File: config.mk
export PLATFORM = sky130hd
export DESIGN_NAME = if_fetch_stage_flat
export DESIGN_NICKNAME = d
export VERILOG_FILES = /design/src/rtl/if_fetch_stage_if.sv /design/src/rtl/if_fetch_stage.sv /design/src/flat_wrapper.sv
export SDC_FILE = /design/constraint.sdc
export NUM_CORES = 1
export LEC_CHECK = 0
export BUFFER_PORTS_ARGS = -buffer_cell sky130_fd_sc_hd__clkbuf_2
export CAP_MARGIN = 15
export CORE_ASPECT_RATIO = 1.4
export CORE_MARGIN = 2
export CORE_UTILIZATION = 40
export DETAILED_ROUTE_END_ITERATION = 8
export MAX_ROUTING_LAYER = met4
export PLACE_DENSITY = 0.68
export SLEW_MARGIN = 20
export SYNTH_ARGS = -nofsm -noshare
export SYNTH_HDL_FRONTEND = slang
export SYNTH_SLANG_ARGS = --single-unit
File: constraint.sdc
create_clock -name clk -period 3.2 [get_ports clk]
set_clock_uncertainty 0.15 [all_clocks]
set_input_delay 0.32 -clock clk [delete_from_list [all_inputs] [get_ports clk]]
set_output_delay 0.32 -clock clk [all_outputs]
set_load 0.01 [all_outputs]
File: src/rtl/if_fetch_stage_if.sv
// Instruction-memory request/response port: one outstanding request, variable
// grant and response latency.
interface if_fetch_stage_if #(
  parameter int unsigned PC_W   = 32,
  parameter int unsigned DATA_W = 32
) ();
  logic              req;
  logic [PC_W-1:0]   addr;
  logic              gnt;
  logic              rvalid;
  logic [DATA_W-1:0] rdata;

  modport master (
    output req,
    output addr,
    input  gnt,
    input  rvalid,
    input  rdata
  );

  modport slave (
    input  req,
    input  addr,
    output gnt,
    output rvalid,
    output rdata
  );
endinterface

File: src/rtl/if_fetch_stage.sv
// Instruction-fetch stage: owns the PC, issues single-outstanding fetches and
// buffers one instruction for the IF/ID register, with redirect/kill handling.
module if_fetch_stage #(
  parameter int unsigned       PC_W      = 32,
  parameter int unsigned       DATA_W    = 32,
  parameter logic [PC_W-1:0]   RESET_PC  = 32'h0000_0000,
  parameter logic [DATA_W-1:0] NOP_INSTR = 32'h0000_0013
) (
  input  logic              clk,
  input  logic              rst,
  if_fetch_stage_if.master  im,
  input  logic              redirect_valid_i,
  input  logic [PC_W-1:0]   redirect_pc_i,
  input  logic              id_ready_i,
  output logic [PC_W-1:0]   if_pc_o,
  output logic [DATA_W-1:0] if_instr_o,
  output logic              if_valid_o
);

  typedef enum logic [1:0] {StIdle, StReq, StWait} state_e;

  state_e            state_q, state_d;
  logic [PC_W-1:0]   pc_q, pc_d;
  logic [PC_W-1:0]   req_addr_q, req_addr_d;
  logic [PC_W-1:0]   if_pc_q, if_pc_d;
  logic [DATA_W-1:0] if_instr_q, if_instr_d;
  logic              if_valid_q, if_valid_d;
  logic              req_pending_q, req_pending_d;
  logic              kill_q, kill_d;

  logic              req_start;
  logic              req_active;
  logic              rsp_take;
  logic              rsp_load;
  logic              addr_hold;
  logic [PC_W-1:0]   redirect_tgt;

  assign redirect_tgt = {redirect_pc_i[PC_W-1:2], 2'b00};
  // A new fetch may only start if the buffer will have room for its data.
  assign req_start = (state_q == StReq) && !req_pending_q && (!if_valid_q || id_ready_i);
  assign rsp_take  = (state_q == StWait) && im.rvalid;
  assign rsp_load  = rsp_take && !kill_q && !redirect_valid_i;
  // req_addr belongs to the in-flight request; otherwise it shadows the PC.
  assign addr_hold = ((state_q == StReq) && req_active) || ((state_q == StWait) && !im.rvalid);

  always_ff @(posedge clk) begin
    if (rst) begin
      state_q <= StIdle;
    end else begin
      state_q <= state_d;
    end
  end

  always_comb begin
    state_d = state_q;
    unique case (state_q)
      StIdle:  state_d = StReq;
      StReq:   if (req_active && im.gnt) state_d = StWait;
      StWait:  if (im.rvalid) state_d = StReq;
      default: state_d = StIdle;
    endcase
  end

  always_comb begin
    req_active = 1'b0;
    if (state_q == StReq) begin
      req_active = req_pending_q || req_start;
    end
  end

  assign im.req  = req_active;
  assign im.addr = req_addr_q;

  always_comb begin
    pc_d          = pc_q;
    kill_d        = kill_q;
    if_valid_d    = if_valid_q;
    if_pc_d       = if_pc_q;
    if_instr_d    = if_instr_q;
    req_pending_d = (state_q == StReq) && req_active && !im.gnt;

    if (redirect_valid_i) begin
      pc_d = redirect_tgt;
    end else if (rsp_load) begin
      pc_d = req_addr_q + PC_W'(4);
    end
    req_addr_d = addr_hold ? req_addr_q : pc_d;

    if (rsp_take) begin
      kill_d = 1'b0;
    end
    if (redirect_valid_i && addr_hold) begin
      kill_d = 1'b1;
    end

    if (redirect_valid_i) begin
      if_valid_d = 1'b0;
      if_instr_d = NOP_INSTR;
    end else if (rsp_load) begin
      if_valid_d = 1'b1;
      if_pc_d    = req_addr_q;
      if_instr_d = im.rdata;
    end else if (if_valid_q && id_ready_i) begin
      if_valid_d = 1'b0;
      if_instr_d = NOP_INSTR;
    end
  end

  always_ff @(posedge clk) begin
    if (rst) begin
      pc_q          <= RESET_PC;
      req_addr_q    <= RESET_PC;
      req_pending_q <= 1'b0;
      kill_q        <= 1'b0;
      if_valid_q    <= 1'b0;
      if_pc_q       <= '0;
      if_instr_q    <= NOP_INSTR;
    end else begin
      pc_q          <= pc_d;
      req_addr_q    <= req_addr_d;
      req_pending_q <= req_pending_d;
      kill_q        <= kill_d;
      if_valid_q    <= if_valid_d;
      if_pc_q       <= if_pc_d;
      if_instr_q    <= if_instr_d;
    end
  end

  assign if_pc_o    = if_pc_q;
  assign if_instr_o = if_instr_q;
  assign if_valid_o = if_valid_q;

endmodule

File: src/flat_wrapper.sv
// flat-port wrapper written by rule: the top's interface ports become plain ports
module if_fetch_stage_flat 
#(
  parameter int unsigned       PC_W      = 32,
  parameter int unsigned       DATA_W    = 32,
  parameter logic [PC_W-1:0]   RESET_PC  = 32'h0000_0000,
  parameter logic [DATA_W-1:0] NOP_INSTR = 32'h0000_0013
)
  (clk, rst, redirect_valid_i, redirect_pc_i, id_ready_i, if_pc_o, if_instr_o, if_valid_o, im_req, im_addr, im_gnt, im_rvalid, im_rdata);
  if_fetch_stage_if #(.PC_W(PC_W), .DATA_W(DATA_W)) im_i ();
  input  logic clk;
  input  logic rst;
  input  logic redirect_valid_i;
  input  logic [PC_W-1:0] redirect_pc_i;
  input  logic id_ready_i;
  output logic [PC_W-1:0] if_pc_o;
  output logic [DATA_W-1:0] if_instr_o;
  output logic if_valid_o;
  output wire logic [$bits(im_i.req)-1:0] im_req;
  output wire logic [$bits(im_i.addr)-1:0] im_addr;
  input wire logic [$bits(im_i.gnt)-1:0] im_gnt;
  input wire logic [$bits(im_i.rvalid)-1:0] im_rvalid;
  input wire logic [$bits(im_i.rdata)-1:0] im_rdata;
  assign im_req = im_i.req;
  assign im_addr = im_i.addr;
  assign im_i.gnt = im_gnt;
  assign im_i.rvalid = im_rvalid;
  assign im_i.rdata = im_rdata;
  if_fetch_stage #(.PC_W(PC_W), .DATA_W(DATA_W), .RESET_PC(RESET_PC), .NOP_INSTR(NOP_INSTR)) u_core (.clk(clk), .rst(rst), .im(im_i), .redirect_valid_i(redirect_valid_i), .redirect_pc_i(redirect_pc_i), .id_ready_i(id_ready_i), .if_pc_o(if_pc_o), .if_instr_o(if_instr_o), .if_valid_o(if_valid_o));
endmodule
After elaboration in Yosys (flattened, before gate mapping)
Index checks and enable logic that the tools add are counted.
{"block": "totals", "regBits": 133, "in_bits": 70, "output_inout_bits": 98, "elab_cells": 52}
{"block": "op_classes", "muxes": 12, "add_sub_neg": 1, "eq_ne": 4, "reduce_logical": 26, "bitwise": 1}
{"cell": "$mux 32", "n": 4}
{"cell": "$add 32x3->32 const B", "n": 1}
{"cell": "$logic_and 1x1->1", "n": 11}
{"cell": "$logic_not 1->1", "n": 6}
{"cell": "$pmux 2 s3", "n": 1}
{"cell": "$mux 1", "n": 5}
{"cell": "$mux 2", "n": 2}
{"cell": "$ne 2x2->1 const B", "n": 2}
{"cell": "$reduce_and 2->1", "n": 2}
{"cell": "$reduce_bool 2->1", "n": 2}
{"cell": "$logic_or 1x1->1", "n": 3}
{"cell": "$eq 2x1->1 const B", "n": 1}
{"cell": "$eq 2x2->1 const B", "n": 1}
{"cell": "$logic_not 2->1", "n": 1}
{"cell": "$reduce_or 2->1", "n": 1}
{"cell": "$not 1->1", "n": 1}

Longest topological paths before layout
Gate-level depths: netlist of the first run.
{"block": "logic_depth", "word_depth": 9, "depth_mapped": 8, "mapped_depth_nobuf": 6}

Worst setup path before layout of the first run
OpenSTA, ideal clock, no wires.
{"block": "synth_timing", "path_kind": "reg-to-reg", "startpoint": "reg u_core.req_addr_q[2], in the netlist u_core.im.addr[2]", "endpoint": "reg u_core.req_addr_q[20], in the netlist u_core.im.addr[20]", "n_path_buf": 0, "synth_period_minus_slack_ps": 2243, "t_arrival_ps": 1959, "required_time_ps": 2916, "path_slack_ps": 957, "path_stages_with_launch": 7, "path_cell_list": "dfxtp_1 > ha_1 > nand3_2 > nor4_4 > and3_1 > nor2_1 > or4_1"}
{"block": "synth_between", "elab_chain_cells": 3}
{"element": "from (decl)", "line": "if_fetch_stage.sv:24", "rtl": "logic [PC_W-1:0] req_addr_q, req_addr_d;"}
{"element": "from (signal assigned)", "line": "if_fetch_stage.sv:120", "rtl": "req_addr_q <= req_addr_d;"}
{"element": "$add 32x3->32", "line": "if_fetch_stage.sv:85", "rtl": "pc_d = req_addr_q + PC_W'(4);"}
{"element": "$mux 32", "line": "if_fetch_stage.sv:84", "rtl": "end else if (rsp_load) begin"}
{"element": "$mux 32", "line": "if_fetch_stage.sv:82", "rtl": "if (redirect_valid_i) begin"}
Every way passes these cells.
A chain may end at the register's enable or synchronous reset.

Worst setup path after layout of the first run
{"block": "layout_timing", "startpoint": "reg u_core.req_addr_q[10], in the netlist u_core.im.addr[10]", "endpoint": "reg u_core.req_addr_q[31], in the netlist u_core.im.addr[31]"}
The elaborated chain is that of the path after synthesis.

==> summary.md, run 1 <==
| Metric | Value |
|---|---|
| Met1 routing resource usage after global routing | `0.256` |
| Synthesized instance count | `696` |
| Register bit total from synthesis | `133` |
| Core Footprint | `0.0143 mm^2` |
| Fraction of the cycle the final worst path needs | `0.822` |
| Final Net Count | `923` |
| Maximum net fanout on the critical path | `14` |
| Num Clock Sinks | `133` |
| DR DRC count | `0` |
| Worst setup path category | `flop to flop` |
| Detailed Route Iter0 Violations | `275` |
| TNS Setup | `0 ns` |
| Required time at the worst-slack endpoint | `3.38 ns` |
| Most used flip-flop cell after synthesis | `dfxtp_1` |
| Leak Pwr | `3.02 nW` |
| Part of the Yosys area used for sequential elements | `0.460` |
| Via density per instance | `5.34` |
| Number of max-slew violations in the final report | `0` |
| Number of filler instances in the final layout | `1401` |
| Post-Synth Adder-Cell Area | `0.00216` |
| Endpoints failing setup | `0` |
| Wirelength, routed | `16600 um` |
| Final Core Density | `0.523` |
| Initial core utilization | `0.404` |
| Async S/R FF share, synth | `0` |
| Max-slew headroom | `0.304` |
| Outcome | `completed` |
| Category of the worst setup path capture point | `flop` |
| Final hold violations | `0` |
| Routed Antenna Nets | `0` |
| Classification of the worst-slack hold path | `input pin to flop` |
| Dominant combinational cell family by area after synthesis | `simple AND/OR/NAND/NOR gates` |
| Number of iterations in the first detailed-routing pass | `5` |
| Overall routing resource usage | `0.220` |
| Fraction of the mapped netlist area in simple logic gates | `0.235` |
| Power consumption | `4.14 mW` |
| Die ar. | `0.0154 mm^2` |
| Maxcap violations | `0` |
| Width of the die | `106 um` |
| Met2 GRT Util | `0.374` |
| Area taken by multi-input logic gates | `0.00286 mm^2` |
| Number of different library cells in the post-synthesis netlist | `67` |
| Number of enable flip-flop cells after synthesis | `0` |
| Register Area | `0.00266 mm^2` |
| Startpoint kind of the worst setup timing path | `flop` |
| Vias in the first global route | `5326` |
| Clock Root Buffer | `clkbuf_16` |
| Die Y | `146 um` |
| Post-synthesis compound-gate area fraction | `0.220` |
| Clock buffer count from CTS | `17` |
| Final hold slack | `0.0101 ns` |
| I/O pin count | `168` |
| Number of resized instances in the post-cts repair step | `0` |
| Worst-case setup margin in the final layout | `0.571 ns` |
| Antenna diode count | `0` |
| Placer Congestion | `0.830` |
| Setup Slack @ Placement | `0.617 ns` |
| Average cell area after synthesis | `8.31 um^2` |
| Post-DP HPWL | `11000 um` |
| Number of buffers on the longest clock path | `2` |
| CTS clk-pin slew, worst paths | `0.06 ns` |
| Average wire length per cell after detail routing | `15.8 um` |
| Arr. time, crit path | `2.81 ns` |
| I/O Buffers | `165` |
| Number of warning messages in the yosys log | `0` |
| Post-Syn Area | `0.00578 mm^2` |
| Fraction of layout instances using a drive strength above 1 | `0.273` |
| Maximum ir drop on the vdd rail | `346 uV` |
| # rows | `52` |
| Fmax | `380 MHz` |
| Least-Margin Pin Slew | `1.04 ns` |
| Layout Area Growth over Synthesis | `29.4%` |
| Layer carrying the most global-route usage | `met2` |
| Fraction of met3 tracks used by global routing | `0.0384` |
| Unrepaired setup endpoints after global routing | `no` |
| Number of cells on the worst reg-to-reg path | `5` |
| Skew-Pair Late Insertion Delay | `0.42 ns` |
| Min Clock Period, post-route | `2.63 ns` |
| Antenna violations before repair | `0` |
| Via count | `5631` |
| Hold Path Stages | `3` |
| GRT overflow | `0` |
| Clock tree from TritonCTS | `yes` |
| Power per cell area | `554 mW/mm^2` |
| Syn nets | `767` |
| Deepest level of the CTS H-tree | `4` |
| Global-route wire length before repair | `26600 um` |
| Post-Synth XOR/XNOR Area | `0.0303` |
| Multiplexer area fraction after synthesis | `0.00519` |
| Largest net degree at the start of global routing | `73` |
through the flow:
step                      cell area [um^2]  std cells
after floorplan                       5780        696
after global placement                6720       1005
after detailed placement              6720       1005
after CTS                             7480       1054
after global routing                  7480       1054
final                                 7480       1054
where the power goes:
group | switching [mW] | internal (mW)
clock | 0.755 | 1.17
combinational | 0.222 | 0.177
sequential | 0.0923 | 1.72
total | 1.07 | 3.07
repair_timing:
action	in CTS	in global routing
hold endpoints to repair	17	0
setup buffers	0	0
hold buffers	17	0
area by class of cell:
type | count | share of cell area
multi-input combinational | 498 | 0.383
sequential | 133 | 0.356
timing repair buffer | 194 | 0.147
clock buffer | 18 | 0.0587
tap | 189 | 0.0316
clock inverter | 14 | 0.0202
inverter | 8 | 0.00401
path summary, 6_finish.rpt:
check	start	end	slack, ns
setup / recovery	u_core.im.addr[10]	u_core.im.addr[31]	0.57
hold / removal	im_rdata[28]	u_core.if_instr_o[28]	0.01
setup reg to reg	u_core.im.addr[10]	u_core.im.addr[31]	0.57
hold reg to reg	u_core.if_pc_o[1]	u_core.if_pc_o[1]	0.30
logic make-up after synthesis:
| group | after synthesis |
|---|---|
| AO/OA/AOI/OAI | 196 |
| multiplexers | 3 |
| flip-flops | 133 |
| AND/OR/NAND/NOR | 278 |
| adder cells (fa/ha/maj) | 1 |
| buffers and inverters | 65 |
| XOR/XNOR | 20 |
Yosys cell counts, drive strengths merged (8+ instances only):
| library cell | count | share of area |
|---|---|---|
| xor2 | 10 | 0.015 |
| dfxtp | 133 | 0.46 |
| xnor2 | 10 | 0.015 |
| clkbuf | 36 | 0.024 |
| a22oi | 32 | 0.042 |
| inv | 8 | 0.0052 |
| a211oi | 10 | 0.013 |
| nor2 | 74 | 0.049 |
| nor3 | 10 | 0.0087 |
| o21ai | 22 | 0.019 |
| nand3 | 17 | 0.016 |
| nand2 | 113 | 0.073 |
| and3 | 8 | 0.0087 |
| buf | 21 | 0.018 |
| or3 | 9 | 0.0097 |
| nand4 | 15 | 0.023 |
| a21oi | 77 | 0.067 |
layout by cell type, fill, tap and decap left out, drive strengths merged, types with 3 or more instances in the layout:
cell,Yosys,layout
nand3,17,17
nor2b,6,6
xor2,10,10
o21ai,22,22
xnor2,10,10
a22oi,32,32
a221oi,4,4
dfxtp,133,133
a31o,5,5
or3,9,9
dlygate4sd3,0,17
clkbuf,36,182
nand2b,3,3
o22ai,6,6
nor3,10,10
nor2,74,74
o221a,4,4
clkinv,0,4
nand2,113,113
nand4,15,15
o221ai,3,3
nor3b,5,5
a211oi,10,10
inv,8,11
a22o,4,4
mux2i,3,3
and2,3,3
nor4,5,5
and4,3,3
buf,21,13
clkinvlp,0,5
and3,8,8
a31oi,6,6
a21oi,77,77
sequential cells by signal (all words and copies together) (netlist names):
name and flops:
u_core.if_instr_o 32, u_core.if_pc_o 32, u_core.im.addr 32, u_core.pc_q 32, u_core.state_q 2, u_core.if_valid_o 1, u_core.kill_q 1, u_core.req_pending_q 1
layer usage:
layer | vias to the layer above | share of wire | routed length (um)
met4 | 0 | 0.017 | 278
met3 | 19 | 0.046 | 761
met1 | 2667 | 0.43 | 7090
met2 | 156 | 0.51 | 8480
met5 | - | 0 | 0
li1 | 2789 | - | -
worst max-delay path, cell delays in order (launching register included):
cell	delay, ns
dfxtp_1	0.52
nand4_4	0.22
nor4_4	0.77
nand4_1	0.30
or3_1	0.38
a41oi_1	0.20
(Power assumes the default switching activity.)
==> run 2: changes to the inputs <==
==> constraint.sdc (replaced) <==
create_clock -name clk -period 2.5 [get_ports clk]
set_clock_uncertainty 0.15 [all_clocks]
set_input_delay 0.25 -clock clk [delete_from_list [all_inputs] [get_ports clk]]
set_output_delay 0.25 -clock clk [all_outputs]
set_load 0.01 [all_outputs]
==> summary.md, run 2 (synthesis results as in run 1) <==
| Metric | Value |
|---|---|
| Outcome | `completed` |
| Core Footprint | `0.0143 mm^2 (unchanged)` |
| Vias in the first global route | `5705 (+7.1%)` |
| # rows | `52 (unchanged)` |
| GRT overflow | `0 (unchanged)` |
| Final hold slack | `0.0134 ns (+0.00334 ns)` |
| Hold Path Stages | `3 (unchanged)` |
| Global-route wire length before repair | `28000 um (+5.4%)` |
| Fraction of layout instances using a drive strength above 1 | `0.285 (+0.0124)` |
| Worst-case setup margin in the final layout | `0.291 ns (-0.280 ns)` |
| Number of resized instances in the post-cts repair step | `0 (unchanged)` |
| Wirelength, routed | `17200 um (+3.8%)` |
| Least-Margin Pin Slew | `0.752 ns (-0.290 ns)` |
| Power per cell area | `677 mW/mm^2 (+22%)` |
| Crit-path slowest cell | `and3_4` |
| Maximum ir drop on the vdd rail | `432 uV (+25%)` |
| Via density per instance | `5.32 (-0.37%)` |
| Routed Antenna Nets | `0 (unchanged)` |
| Commonest cells after routing, fill and taps aside | `clkbuf_2, dfxtp_1, nand2_1` |
| Post-DP HPWL | `11400 um (+3.7%)` |
| Arr. time, crit path | `2.39 ns (-0.42 ns)` |
| Critical path buffers and inverters | `1 (+1)` |
| Number of buffers on the longest clock path | `2 (unchanged)` |
| Number of cells on the worst reg-to-reg path | `6 (+1)` |
| Number of max-slew violations in the final report | `0 (unchanged)` |
| Deepest level of the CTS H-tree | `4 (unchanged)` |
| Cell-by-cell trace of the critical path | `nor3b_2, and3_4, buf_12, or3_1, o21ai_0, a211oi_1` |
| Startpoint of the most critical register-to-register path | `u_core.state_q[1]` |
| Layout Area Growth over Synthesis | `35.5%` |
| Max-slew headroom | `0.497 (+0.194)` |
| CTS clk-pin slew, worst paths | `0.06 ns (about the same)` |
| Fmax | `453 MHz (+19%)` |
| Clock buffer count from CTS | `17 (unchanged)` |
| I/O Buffers | `165 (unchanged)` |
| Classification of the worst-slack hold path | `input pin to flop` |
| Total non-filler cell area in the finished layout | `0.00784 mm^2 (+4.7%)` |
| Antenna violations before repair | `0 (unchanged)` |
| Worst setup path category | `flop to flop` |
| Area after detailed placement | `0.00689 mm^2 (+2.6%)` |
| Category of the worst setup path capture point | `flop` |
| Source of the worst hold timing path | `id_ready_i` |
| Detailed Route Iter0 Violations | `315 (+15%)` |
| Clock Root Buffer | `clkbuf_16` |
| Antenna diode count | `0 (unchanged)` |
| Number of filler instances in the final layout | `1364 (-2.6%)` |
| Overall routing resource usage | `0.233 (+0.0133)` |
| Maxcap violations | `0 (unchanged)` |
| Setup Slack @ Placement | `0.327 ns (-0.291 ns)` |
| Initial core utilization | `0.404 (unchanged)` |
| Fraction of the cycle the final worst path needs | `0.884 (+0.0621)` |
| Required time at the worst-slack endpoint | `2.68 ns (-0.70 ns)` |
| Leak Pwr | `3.21 nW (+6.1%)` |
| Num Clock Sinks | `133 (unchanged)` |
| TNS Setup | `0 ns (unchanged)` |
| Logic depth of the worst setup path including buffers | `6 (+1)` |
| Endpoints failing setup | `0 (unchanged)` |
| Delay of the slowest cell on the worst path | `0.45 ns (-0.32 ns)` |
| Family with the most delay on the worst path | `simple AND/OR/NAND/NOR gates` |
| Die Y | `146 um (unchanged)` |
| Width of the die | `106 um (unchanged)` |
| Unrepaired setup endpoints after global routing | `no` |
| DR DRC count | `0 (unchanged)` |
| Skew-Pair Late Insertion Delay | `0.42 ns (about the same)` |
| Startpoint kind of the worst setup timing path | `flop` |
| Via count | `5839 (+3.7%)` |
| Setup crit start | `u_core.state_q[1]` |
| Min Clock Period, post-route | `2.21 ns (-0.420 ns)` |
| Die ar. | `0.0154 mm^2 (unchanged)` |
| Power consumption | `5.30 mW (+28%)` |
| Placer Congestion | `0.816 (-1.7%)` |
| Clock tree from TritonCTS | `yes` |
| Average wire length per cell after detail routing | `15.7 um (-0.30%)` |
| Most common library cell in the layout ignoring fill and taps | `clkbuf_2` |
| Maximum net fanout on the critical path | `40 (+26)` |
| Final Net Count | `966 (+4.7%)` |
| Number of iterations in the first detailed-routing pass | `5 (unchanged)` |
| I/O pin count | `168 (unchanged)` |
| Largest net degree at the start of global routing | `70 (-4.1%)` |
| Final hold violations | `0 (unchanged)` |
run 2: tightest hold or removal path, stage by stage:
cell and delay, ns:
clkbuf_2 0.12, nand2b_1 0.11, a21oi_1 0.05
run 2: power breakdown:
| group | switching, mW | internal (mW) |
|---|---|---|
| Combinational | 0.326 | 0.274 |
| Clock | 1.02 | 1.39 |
| Sequential | 0.0914 | 2.21 |
run 2: routing by layer:
layer | vias to the layer above | wire, um | track usage
li1 | 2871 | - | -
met1 | 2751 | 7020 | 0.259
met2 | 181 | 8790 | 0.398
met3 | 36 | 931 | 0.0527
met4 | 0 | 486 | 0.102
met5 | - | 0 | -
run 2: metrics by stage:
stage                util  std cells
floorplan               -        696
global placement    0.482       1028
detailed placement  0.482       1028
CTS                 0.547       1097
global route        0.547       1097
finish              0.547       1097
run 2: what timing repair did:
item	in CTS	in global routing
hold buffers	37	0
endpoints found under the hold margin	38	0
buffers inserted	0	0
run 2: cell type report:
type / instances / area [um^2] / share of cell area
clock buffer: 17 / 425 / 0.0543
clock inverter: 15 / 145 / 0.0185
inverter: 8 / 30.0 / 0.00383
multi-input combinational: 498 / 2860 / 0.366
sequential: 133 / 2660 / 0.340
tap: 189 / 236 / 0.0302
timing repair buffer: 237 / 1470 / 0.188
run 2: final timing paths:
kind / slack (ns) / to
worst max-delay path: 0.29 / u_core.pc_q[25]
worst max register to register: 0.29 / u_core.pc_q[25]
worst min register to register: 0.30 / u_core.if_pc_o[30]
worst min-delay path: 0.01 / u_core.if_valid_o
==> run 3: changes to the inputs <==
--- a/config.mk
+++ b/config.mk
@@ -10,9 +10,11 @@
 export CORE_ASPECT_RATIO = 1.4
 export CORE_MARGIN = 2
 export CORE_UTILIZATION = 40
+export CTS_CLUSTER_DIAMETER = 80
 export DETAILED_ROUTE_END_ITERATION = 8
 export MAX_ROUTING_LAYER = met4
 export PLACE_DENSITY = 0.68
+export RECOVER_POWER = 25
 export SLEW_MARGIN = 20
 export SYNTH_ARGS = -nofsm -noshare
 export SYNTH_HDL_FRONTEND = slang
==> summary.md, run 3 (synthesis results as in run 1) <==
| Metric | Value |
|---|---|
| Outcome | `completed` |
| Min Clock Period, post-route | `2.20 ns (-0.0104 ns)` |
| Fraction of layout instances using a drive strength above 1 | `0.222 (-0.0628)` |
| Detailed Route Iter0 Violations | `315 (unchanged)` |
| Skew-Pair Late Insertion Delay | `0.42 ns (about the same)` |
| Max-slew headroom | `0.476 (-0.0212)` |
| Deepest level of the CTS H-tree | `4 (unchanged)` |
| Via count | `5879 (+0.69%)` |
| Number of cells on the worst reg-to-reg path | `6 (unchanged)` |
| Initial core utilization | `0.404 (unchanged)` |
| Die ar. | `0.0154 mm^2 (unchanged)` |
| Final Core Density | `0.542 (-0.00498)` |
| Placer Congestion | `0.816 (unchanged)` |
| Fraction of the cycle the final worst path needs | `0.880 (-0.00417)` |
| Number of iterations in the first detailed-routing pass | `4 (-1)` |
| Setup crit start | `u_core.im.addr[2]` |
| Core Footprint | `0.0143 mm^2 (unchanged)` |
| Startpoint kind of the worst setup timing path | `flop` |
| Final Net Count | `966 (unchanged)` |
| TNS Setup | `0 ns (unchanged)` |
| Die Y | `146 um (unchanged)` |
| Overall routing resource usage | `0.233 (unchanged)` |
| Hold EP | `u_core.if_valid_o` |
| # rows | `52 (unchanged)` |
| Number of buffers on the longest clock path | `2 (unchanged)` |
| Largest net degree at the start of global routing | `70 (unchanged)` |
| GRT overflow | `0 (unchanged)` |
| Category of the worst setup path capture point | `flop` |
| Layer carrying the most global-route usage | `met2` |
| Global-route wire length before repair | `28000 um (unchanged)` |
| Fmax | `455 MHz (+0.47%)` |
| Antenna diode count | `0 (unchanged)` |
| Arr. time, crit path | `2.34 ns (-0.05 ns)` |
| Num Clock Sinks | `133 (unchanged)` |
| Hold Path Stages | `3 (unchanged)` |
| Endpoints failing setup | `0 (unchanged)` |
| I/O Buffers | `165 (unchanged)` |
| Clock tree from TritonCTS | `yes` |
| Worst reg2reg setup slack | `0.30 ns (about the same)` |
| Fraction of met3 tracks used by global routing | `0.0527 (unchanged)` |
| Wirelength, routed | `17300 um (+0.45%)` |
| Met1 routing resource usage after global routing | `0.259 (unchanged)` |
| Width of the die | `106 um (unchanged)` |
| Met2 GRT Util | `0.398 (unchanged)` |
| Vias in the first global route | `5705 (unchanged)` |
| I/O pin count | `168 (unchanged)` |
| DR DRC count | `0 (unchanged)` |
| Maximum ir drop on the vdd rail | `435 uV (+0.80%)` |
| Maxcap violations | `0 (unchanged)` |
| Final hold slack | `0.0161 ns (+0.00267 ns)` |
| Clock buffer count from CTS | `17 (unchanged)` |
| CTS clk-pin slew, worst paths | `0.06 ns (about the same)` |
| Leak Pwr | `3.01 nW (-6.1%)` |
| Required time at the worst-slack endpoint | `2.64 ns (-0.04 ns)` |
| Routed Antenna Nets | `0 (unchanged)` |
| Classification of the worst-slack hold path | `input pin to flop` |
| Via density per instance | `5.36 (+0.69%)` |
| Startpoint of the most critical register-to-register path | `u_core.im.addr[2]` |
| Average wire length per cell after detail routing | `15.8 um (+0.45%)` |
| Maximum net fanout on the critical path | `6 (-85%)` |
| Clock Root Buffer | `clkbuf_16` |
| Post-DP HPWL | `11400 um (unchanged)` |
| Power per cell area | `684 mW/mm^2 (+0.97%)` |
| Least-Margin Pin Slew | `0.784 ns (+0.0317 ns)` |
| Setup Slack @ Placement | `0.327 ns (unchanged)` |
| Antenna violations before repair | `0 (unchanged)` |
| Unrepaired setup endpoints after global routing | `no` |
| Final hold violations | `0 (unchanged)` |
| Layout Area Growth over Synthesis | `34.2%` |
| Most common library cell in the layout ignoring fill and taps | `dfxtp_1` |
| Worst setup path category | `flop to flop` |
| Reg2Reg Capture Point | `u_core.im.addr[20]` |
| Worst-case setup margin in the final layout | `0.301 ns (+0.0104 ns)` |
| Number of max-slew violations in the final report | `0 (unchanged)` |
| Commonest cells after routing, fill and taps aside | `dfxtp_1, nand2_1, clkbuf_2` |
| Source of the worst hold timing path | `id_ready_i` |
run 3: cell type report:
cell class	count	area (um^2)
Clock buffer	17	425
Fill cell	1389	6550
Clock inverter	15	145
Sequential cell	133	2660
Inverter	8	30.0
Timing Repair Buffer	237	1400
Tap cell	189	236
Multi-Input combinational cell	498	2860
run 3: timing repair:
item                                   in CTS  in global routing
endpoints found under the hold margin      38                  0
hold buffers                               37                  0
gates resized for setup                     0                  0
setup buffers                               0                  0
run 3: per-stage QoR:
stage               cell area [um^2]  power, mW  std cells
global placement                6890       2.89       1028
floorplan                       5780       2.66        696
finish                          7760       5.31       1097
detailed placement              6890       2.89       1028
global route                    7760       5.51       1097
CTS                             7840       5.33       1097
run 3: critical path: stages (launching register included):
cell and delay (ns):
dfxtp_1 0.34, ha_1 0.24, nand3_2 0.13, nor4_4 0.49, and3_1 0.28, nor2_1 0.06, or4_1 0.39
run 3: worst max path at each step:
| stage | cells after the start | slack, ns | endpoint |
|---|---|---|---|
| 3_5_place_dp | 6 | 0.33 | u_core.im.addr[20] |
| 4_1_cts | 6 | 0.30 | u_core.im.addr[20] |
| 5_1_grt | 6 | 0.15 | u_core.im.addr[20] |
| 3_3_place_gp | 6 | 0.35 | u_core.im.addr[20] |
| 2_1_floorplan | 6 | 0.26 | u_core.im.addr[20] |
| 6_report | 6 | 0.30 | u_core.im.addr[20] |
run 3: where the power goes:
group	total, mW	internal (mW)	switching, mW	leakage (nW)
Combinational	0.600	0.273	0.327	1.66
Sequential	2.30	2.21	0.0912	1.08
Clock	2.41	1.39	1.02	0.265
run 3: metal layers:
metal	share of wire	vias to the layer above	wire length [um]
li1	-	2885	-
met1	0.41	2782	7150
met2	0.51	176	8760
met3	0.053	36	910
met4	0.028	0	489
met5	0	-	0
